### config.mk
export PLATFORM = sky130hd
export DESIGN_NAME = ram_port_ctrl
export DESIGN_NICKNAME = d
export VERILOG_FILES = /design/src/rtl/conv_pkg.sv /design/src/rtl/rr_arb2.sv /design/src/rtl/ram_port_ctrl.sv
export SDC_FILE = /design/constraint.sdc
export NUM_CORES = 1
export LEC_CHECK = 0
export CORE_MARGIN = 10
export CORE_UTILIZATION = 29
export CTS_BUF_LIST = sky130_fd_sc_hd__clkbuf_2 sky130_fd_sc_hd__clkbuf_4 sky130_fd_sc_hd__clkbuf_8
export DETAILED_ROUTE_END_ITERATION = 8
export GPL_ROUTABILITY_DRIVEN = 0
export PLACE_DENSITY_LB_ADDON = 0.15
export SETUP_SLACK_MARGIN = 0.15
export SYNTH_ARGS = -nofsm -noshare
export SYNTH_HDL_FRONTEND = slang
export SYNTH_SLANG_ARGS = --single-unit
### constraint.sdc
create_clock -name clk -period 1.6 [get_ports clk]
set_input_delay 0.32 -clock clk [delete_from_list [all_inputs] [get_ports clk]]
set_output_delay 0.32 -clock clk [all_outputs]
set_load 0.01 [all_outputs]
### src/rtl/conv_pkg.sv
// Shared definitions for the convolution scratch RAM and its port controller.
package conv_pkg;

  localparam int RAM_WORDS = 8;
  localparam int RAM_AW    = 3;
  localparam int RAM_DW    = 8;

  // Which side, if any, owns the RAM port in the current cycle.
  typedef enum logic [1:0] {
    GNT_NONE = 2'd0,
    GNT_WR   = 2'd1,
    GNT_RD   = 2'd2
  } grant_t;

  // Winner of the most recent conflict cycle.
  typedef enum logic {
    WIN_WR = 1'b0,
    WIN_RD = 1'b1
  } last_win_t;

endpackage

### src/rtl/rr_arb2.sv
// Two-requester arbiter for the RAM port: write vs read.
// Conflicts alternate when rr_en=1 (starting with read); otherwise read wins.
module rr_arb2
  import conv_pkg::*;
(
  input  logic   clk,
  input  logic   rst_n,
  input  logic   wr_req,
  input  logic   rd_req,
  input  logic   rr_en,
  output grant_t grant
);

  last_win_t last_win_q;
  last_win_t last_win_d;

  // Grant decode and next conflict winner; last_win moves only on conflicts.
  always_comb begin
    grant      = GNT_NONE;
    last_win_d = last_win_q;
    case ({wr_req, rd_req})
      2'b10: grant = GNT_WR;
      2'b01: grant = GNT_RD;
      2'b11: begin
        if (rr_en) begin
          if (last_win_q == WIN_WR) begin
            grant      = GNT_RD;
            last_win_d = WIN_RD;
          end else begin
            grant      = GNT_WR;
            last_win_d = WIN_WR;
          end
        end else begin
          grant = GNT_RD;
        end
      end
      default: grant = GNT_NONE;
    endcase
  end

  // Conflict-history register; reset makes the first conflict go to read.
  always_ff @(posedge clk or negedge rst_n) begin
    if (!rst_n) begin
      last_win_q <= WIN_WR;
    end else begin
      last_win_q <= last_win_d;
    end
  end

endmodule

### src/rtl/ram_port_ctrl.sv
// Port sequencer for the single-port convolution scratch RAM.
// Arbitrates loader writes against engine reads, drives the RAM port,
// returns read data one cycle after the grant and tracks written words.
module ram_port_ctrl
  import conv_pkg::*;
#(
  parameter int WORDS = RAM_WORDS,
  parameter int AW    = RAM_AW,
  parameter int DW    = RAM_DW,
  parameter int RR_EN = 1
) (
  input  logic             clk,
  input  logic             rst_n,
  input  logic             wr_valid,
  output logic             wr_ready,
  input  logic [AW-1:0]    wr_addr,
  input  logic [DW-1:0]    wr_data,
  input  logic             rd_valid,
  output logic             rd_ready,
  input  logic [AW-1:0]    rd_addr,
  output logic [DW-1:0]    rd_data,
  output logic             rd_rvalid,
  output logic             rd_hit,
  input  logic             clr,
  output logic [WORDS-1:0] word_written,
  output logic             ram_wr,
  output logic [AW-1:0]    ram_addr,
  output logic [DW-1:0]    ram_din,
  input  logic [DW-1:0]    ram_dout
);

  localparam logic RR_EN_BIT = (RR_EN != 0) ? 1'b1 : 1'b0;

  grant_t arb_gnt;
  grant_t gnt;

  logic [WORDS-1:0] word_written_q;
  logic [WORDS-1:0] word_written_d;
  logic             rvalid_q;
  logic             rvalid_d;
  logic             hit_q;
  logic             hit_d;

  rr_arb2 u_arb (
    .clk    (clk),
    .rst_n  (rst_n),
    .wr_req (wr_valid),
    .rd_req (rd_valid),
    .rr_en  (RR_EN_BIT),
    .grant  (arb_gnt)
  );

  // No grant is issued while reset is held, so the RAM port stays quiet.
  always_comb begin
    gnt = GNT_NONE;
    if (rst_n) begin
      gnt = arb_gnt;
    end else begin
      gnt = GNT_NONE;
    end
  end

  // Ready strobes and RAM port drive for the granted side; idle reads word 0.
  always_comb begin
    wr_ready = 1'b0;
    rd_ready = 1'b0;
    ram_wr   = 1'b0;
    ram_addr = {AW{1'b0}};
    ram_din  = {DW{1'b0}};
    case (gnt)
      GNT_WR: begin
        wr_ready = 1'b1;
        ram_wr   = 1'b1;
        ram_addr = wr_addr;
        ram_din  = wr_data;
      end
      GNT_RD: begin
        rd_ready = 1'b1;
        ram_addr = rd_addr;
      end
      default: begin
        ram_wr = 1'b0;
      end
    endcase
  end

  // Next written mask (clear before the new write bit) and read pipeline;
  // the hit flag samples the mask as it was before any same-cycle clear.
  always_comb begin
    word_written_d = word_written_q;
    rvalid_d       = 1'b0;
    hit_d          = 1'b0;
    if (clr) begin
      word_written_d = {WORDS{1'b0}};
    end else begin
      word_written_d = word_written_q;
    end
    if (gnt == GNT_WR) begin
      word_written_d = word_written_d | ({{(WORDS-1){1'b0}}, 1'b1} << wr_addr);
    end else begin
      word_written_d = word_written_d;
    end
    if (gnt == GNT_RD) begin
      rvalid_d = 1'b1;
      hit_d    = word_written_q[rd_addr];
    end else begin
      rvalid_d = 1'b0;
      hit_d    = 1'b0;
    end
  end

  // Mask and read-pipeline registers; reset drops any read in flight.
  always_ff @(posedge clk or negedge rst_n) begin
    if (!rst_n) begin
      word_written_q <= {WORDS{1'b0}};
      rvalid_q       <= 1'b0;
      hit_q          <= 1'b0;
    end else begin
      word_written_q <= word_written_d;
      rvalid_q       <= rvalid_d;
      hit_q          <= hit_d;
    end
  end

  // Read return aligned with the RAM's registered dout; data zeroed when idle.
  always_comb begin
    rd_rvalid    = rvalid_q;
    rd_hit       = hit_q;
    word_written = word_written_q;
    rd_data      = {DW{1'b0}};
    if (rvalid_q) begin
      rd_data = ram_dout;
    end else begin
      rd_data = {DW{1'b0}};
    end
  end

endmodule

After elaboration in Yosys (flattened, before gate mapping)
Cells that the tools add are included.
{ "word_totals": {"regBits": 11, "input_bits": 27, "output_inout_bits": 32} }
{ "op_classes": {"order_cmp": 1, "n_eq_ne": 5, "shift": 1, "mux": 14, "n_bitwise": 1} }
{ "op_table": {"columns": ["cell", "count"], "rows": [
  ["8-bit two-way mux", 4],
  ["8-bit bitwise OR", 1],
  ["1-bit by 3-bit << shifter with 8-bit output (first input constant)", 1],
  ["2-bit == test (second input constant)", 3],
  ["2-bit one-hot mux with 3 select lines", 1],
  ["3-bit one-hot mux with 2 select lines", 1],
  ["1-bit two-way mux", 5],
  ["2-bit by 1-bit == test with 1-bit output (second input constant)", 2],
  ["3-bit by 4-bit < comparator with 1-bit output (second input constant)", 1],
  ["2-bit two-way mux", 2],
  ["1-bit binary-select mux with 3-bit select", 1]
]} }

Longest topological paths before layout
{ "depth": {"word_depth": 5, "mapped_depth": 6} }

Modules after synthesis
From an unflattened synthesis, not the netlist that was laid out.
{ "hier_totals": {"hier_cells": 77, "hier_area_um2": 690.7} }
{ "by_module_without_submodules": {"columns": ["mod", "instances", "cells_each", "area_each_um2", "seq_area_each_um2"], "rows": [
  ["ram_port_ctrl", 1, 70, 630.6, 250.2],
  ["rr_arb2", 1, 7, 60.1, 25.0]
]} }

Worst setup path after synthesis
No wires, ideal clock.
{ "synth_path": {"path_type": "reg2out", "startpoint": "register u_arb.last_win_q", "endpoint": "output port ram_addr[0]", "t_arrival_ns": 1.313, "slack_ns": -0.033, "path_stages_with_launch": 6, "n_path_buf": 1, "path_cell_list": "dfrtp_1 -> o211a_1 -> ha_1 -> clkbuf_1 -> a22oi_1 -> nor2_1"} }
{ "synth_between": {"elab_chain_len": 5, "word_cells_on_any_way": 6, "cone_classes": "eq/ne (2); mux (4)"} }
{ "synth_lines": {"columns": ["element", "line", "text"], "rows": [
  ["start, declared", "rr_arb2.sv:14", "last_win_t last_win_q;"],
  ["start signal, assigned", "rr_arb2.sv:46", "last_win_q <= last_win_d;"],
  ["2-bit two-way mux (*)", "rr_arb2.sv:26", "if (last_win_q == WIN_WR) begin"],
  ["2-bit one-hot mux with 3 select lines (*)", "rr_arb2.sv:21", "case ({wr_req, rd_req})"],
  ["2-bit two-way mux (*)", "ram_port_ctrl.sv:56", "if (rst_n) begin"],
  ["2-bit == test / 2-bit by 1-bit == test with 1-bit output (equally long branches)", "ram_port_ctrl.sv:70", "case (gnt)"],
  ["3-bit one-hot mux with 2 select lines (*)", "ram_port_ctrl.sv:70", null],
  ["end, declared", "ram_port_ctrl.sv:27", "output logic [AW-1:0] ram_addr,"]
]} }
Every way passes the cells marked *; elsewhere a longest branch is shown, timed or not.

Worst setup path in the final report
{ "layout_path": {"startpoint": "register u_arb.last_win_q", "endpoint": "output port ram_din[2]"} }
{ "layout_between": {"elab_chain_len": 5} }
{ "layout_lines": {"columns": ["element", "line", "text"], "rows": [
  ["2-bit two-way mux", "rr_arb2.sv:26", null],
  ["2-bit one-hot mux with 3 select lines", "rr_arb2.sv:21", null],
  ["2-bit two-way mux", "ram_port_ctrl.sv:56", null],
  ["2-bit by 1-bit == test with 1-bit output", "ram_port_ctrl.sv:70", null],
  ["8-bit two-way mux", "ram_port_ctrl.sv:70", null],
  ["end, declared", "ram_port_ctrl.sv:28", "output logic [DW-1:0] ram_din,"]
]} }
Every way passes these cells.

==> impl_metrics.tcl <==
set metrics [dict create \
    hpwl_um 2280 \
    layout-area-overhead-vs-synth_pct 112 \
    r2r-start "u_arb.last_win_q" \
    fp.dieW_um 68.2 \
    clockPowerShare 0.218 \
    drc 0 \
    vias 798 \
    fin_crit_sh 1.15 \
    power_mw 0.943 \
    die_height_um 68.2 \
    grt_max_degree 12 \
    grt_util_all_layers 0.123 \
    setup_viol 14 \
    synth_ff_type "dfrtp_1" \
    finalNonFillerCells 175 \
    slew-limit-headroom 0.798 \
    synthTopCellsByArea "dfrtp_1, and2_1, mux4_2, o22ai_1, inv_1" \
    ir_worst_vdd_mv 0.530 \
    synth_edf_count 0 \
    yosys.area.top_type_share 0.409 \
    io_pins 59 \
    layout-drive-gt1-share 0.401 \
    power.internal_mw 0.673 \
    status "finished, violations left" \
    ys.warnings.count 0 \
    cts_tree "yes" \
    tns_ns -2.74 \
    switching_power_mw 0.271 \
    r2r_setup_slack_ns 0.20 \
    ys_seq_elements 11 \
    antennaDiodeCount 0 \
    power_density_nw_per_um2 660 \
    dr.pass1.iters 4 \
    fillers 193 \
    syn-num-nets 101 \
    end_kind "output port" \
    worstPathMaxFanout 8 \
    grt_pass1_vias 831 \
    num_rows 17 \
    yosysMostFrequentCell "and2_1" \
    place_area_um2 1400 \
    p_comb_frac 0.440 \
    syn-cell-area_um2 673 \
    slew_viol_final 0 \
    finish.net_count 177 \
    avgSynthCellArea_um2 9.35 \
    holdWs_ns 0.220 \
    r2r_end "rd_hit" \
    arrival_ns 1.52 \
    routed_via_density 4.56 \
    synthCells 72 \
    design_area_um2 1430 \
    fin_ws_ns -0.244 \
    rr_worst_depth 6 \
    antenna_found_initial 0 \
    yosys.area.top_type "dfrtp_1" \
    post-place-ws_ns -0.821 \
    antenna_left 0 \
    final_core_util 0.646 \
    routed_wl_um 2710 \
    finClkSkew_ns 0.00362 \
    min_path_type "input pin to asynchronous set/reset pin" \
    drtIter0Drc 29 \
    clkTransAtPathRegs_ns 0.07 \
    timing.fmax_mhz 542 \
    wl_per_cell_um 15.5 \
    power.leakage_nw 0.718 \
    grt_setup_unrepaired "yes" \
    root_buffer "clkbuf_4" \
    crit_required_ns 1.28 \
    insertion_delay_ns 0.27 \
    fin_crit_ns 1.84 \
    seq_area_frac_synth 0.409 \
    seqPwrFrac 0.341 \
    cts_hold_buffers 0 \
    swShare 0.287 \
    die-area_um2 4650 \
    violations "setup timing" \
    cts_max_path_buffers 2 \
    worst_pin_slew_ns 0.303 \
    coreArea_um2 2210 \
    dp_cells 166 \
    hold_violations 0 \
    htreeDepth 1 \
    grt_pass1_wl_um 4400 \
    clock_sinks 11 \
    yosysUniqueCellTypes 21 \
    cap_violations 0 \
    start_kind "flip-flop" \
    synthArstFlopShare 1.00 \
    critPathKind "flip-flop to output port" \
    port_buffers 58 \
    cts_inserted_buffers 3 \
    initial_core_util 0.304 \
    grt_overflow_total 0 \
    netlist_top_cells_count "and2_1, dfrtp_1, inv_1" \
]
==> worst max-delay path, stage by stage, from the launching register on <==
cell	delay, ns
dfrtp_1	0.41
o211a_1	0.26
ha_4	0.20
buf_12	0.14
and2_4	0.12
buf_2	0.14
==> final cells by class <==
class                      count  area (um^2)  area share
sequential                    11          277       0.193
multi-input combinational     49          405       0.283
tap                           28         35.0      0.0245
inverter                       9         33.8      0.0236
clock buffer                   4         30.0      0.0210
timing repair buffer          74          649       0.454
==> timing repair <==
item	CTS	global route
endpoints found under the setup margin	38	16
pin swaps	6	1
resized for setup	123	2
setup buffers	5	0
cloned	0	0
==> cell usage in the layout, fill, tap and decap left out, types with 6 or more instances in the layout <==
cell type / netlist / layout
buf_2: 0 / 13
inv_1: 9 / 9
buf_6: 0 / 11
and2_1: 17 / 9
dlygate4sd2_1: 0 / 14
clkdlybuf4s50_1: 0 / 22
o22ai_1: 6 / 6
buf_4: 1 / 13
and2_4: 0 / 8
dfrtp_1: 11 / 10
==> worst max-delay path by stage <==
| stage | to | cells past startpoint | startpoint | slack (ns) |
|---|---|---|---|---|
| 6_report | ram_din[2] | 5 | u_arb.last_win_q | -0.24 |
| 5_1_grt | ram_addr[0] | 6 | u_arb.last_win_q | -0.35 |
| 4_1_cts | ram_addr[2] | 7 | u_arb.last_win_q | -0.27 |
| 3_5_place_dp | ram_addr[1] | 7 | rd_valid | -0.82 |
| 3_3_place_gp | ram_addr[1] | 7 | rd_valid | -0.77 |
| 2_1_floorplan | ram_addr[0] | 5 | u_arb.last_win_q | 0.10 |
==> flip-flops by register name, indices dropped and copies added, names as in the netlist <==
name and count:
u_arb.last_win_q 1, rd_rvalid 1, word_written 8, rd_hit 1
==> routing by layer <==
metal,share of wire,GRT usage
met4,0.015,0.0452
met3,0.092,0.0392
met2,0.50,0.208
met1,0.39,0.142
met5,0,0
==> logic make-up (layout without fill, tap and decap cells) <==
family | Yosys count | after routing | share of synthesized area
compound gates | 14 | 14 | 0.151
xor+xnor | 1 | 1 | 0.0130
fa+ha+maj | 2 | 2 | 0.0372
buf+inv | 12 | 87 | 0.0725
flops | 11 | 11 | 0.409
mux | 2 | 2 | 0.0669
simple gates | 30 | 30 | 0.251
==> power groups by stage <==
stage	logic, mW	registers (mW)	clock network [mW]
2_1_floorplan	0.143	0.334	0
3_3_place_gp	0.387	0.332	0
6_report	0.415	0.322	0.206
3_5_place_dp	0.391	0.332	0
4_1_cts	0.420	0.322	0.215
5_1_grt	0.456	0.326	0.228
Power figures use the tool's default switching activity.
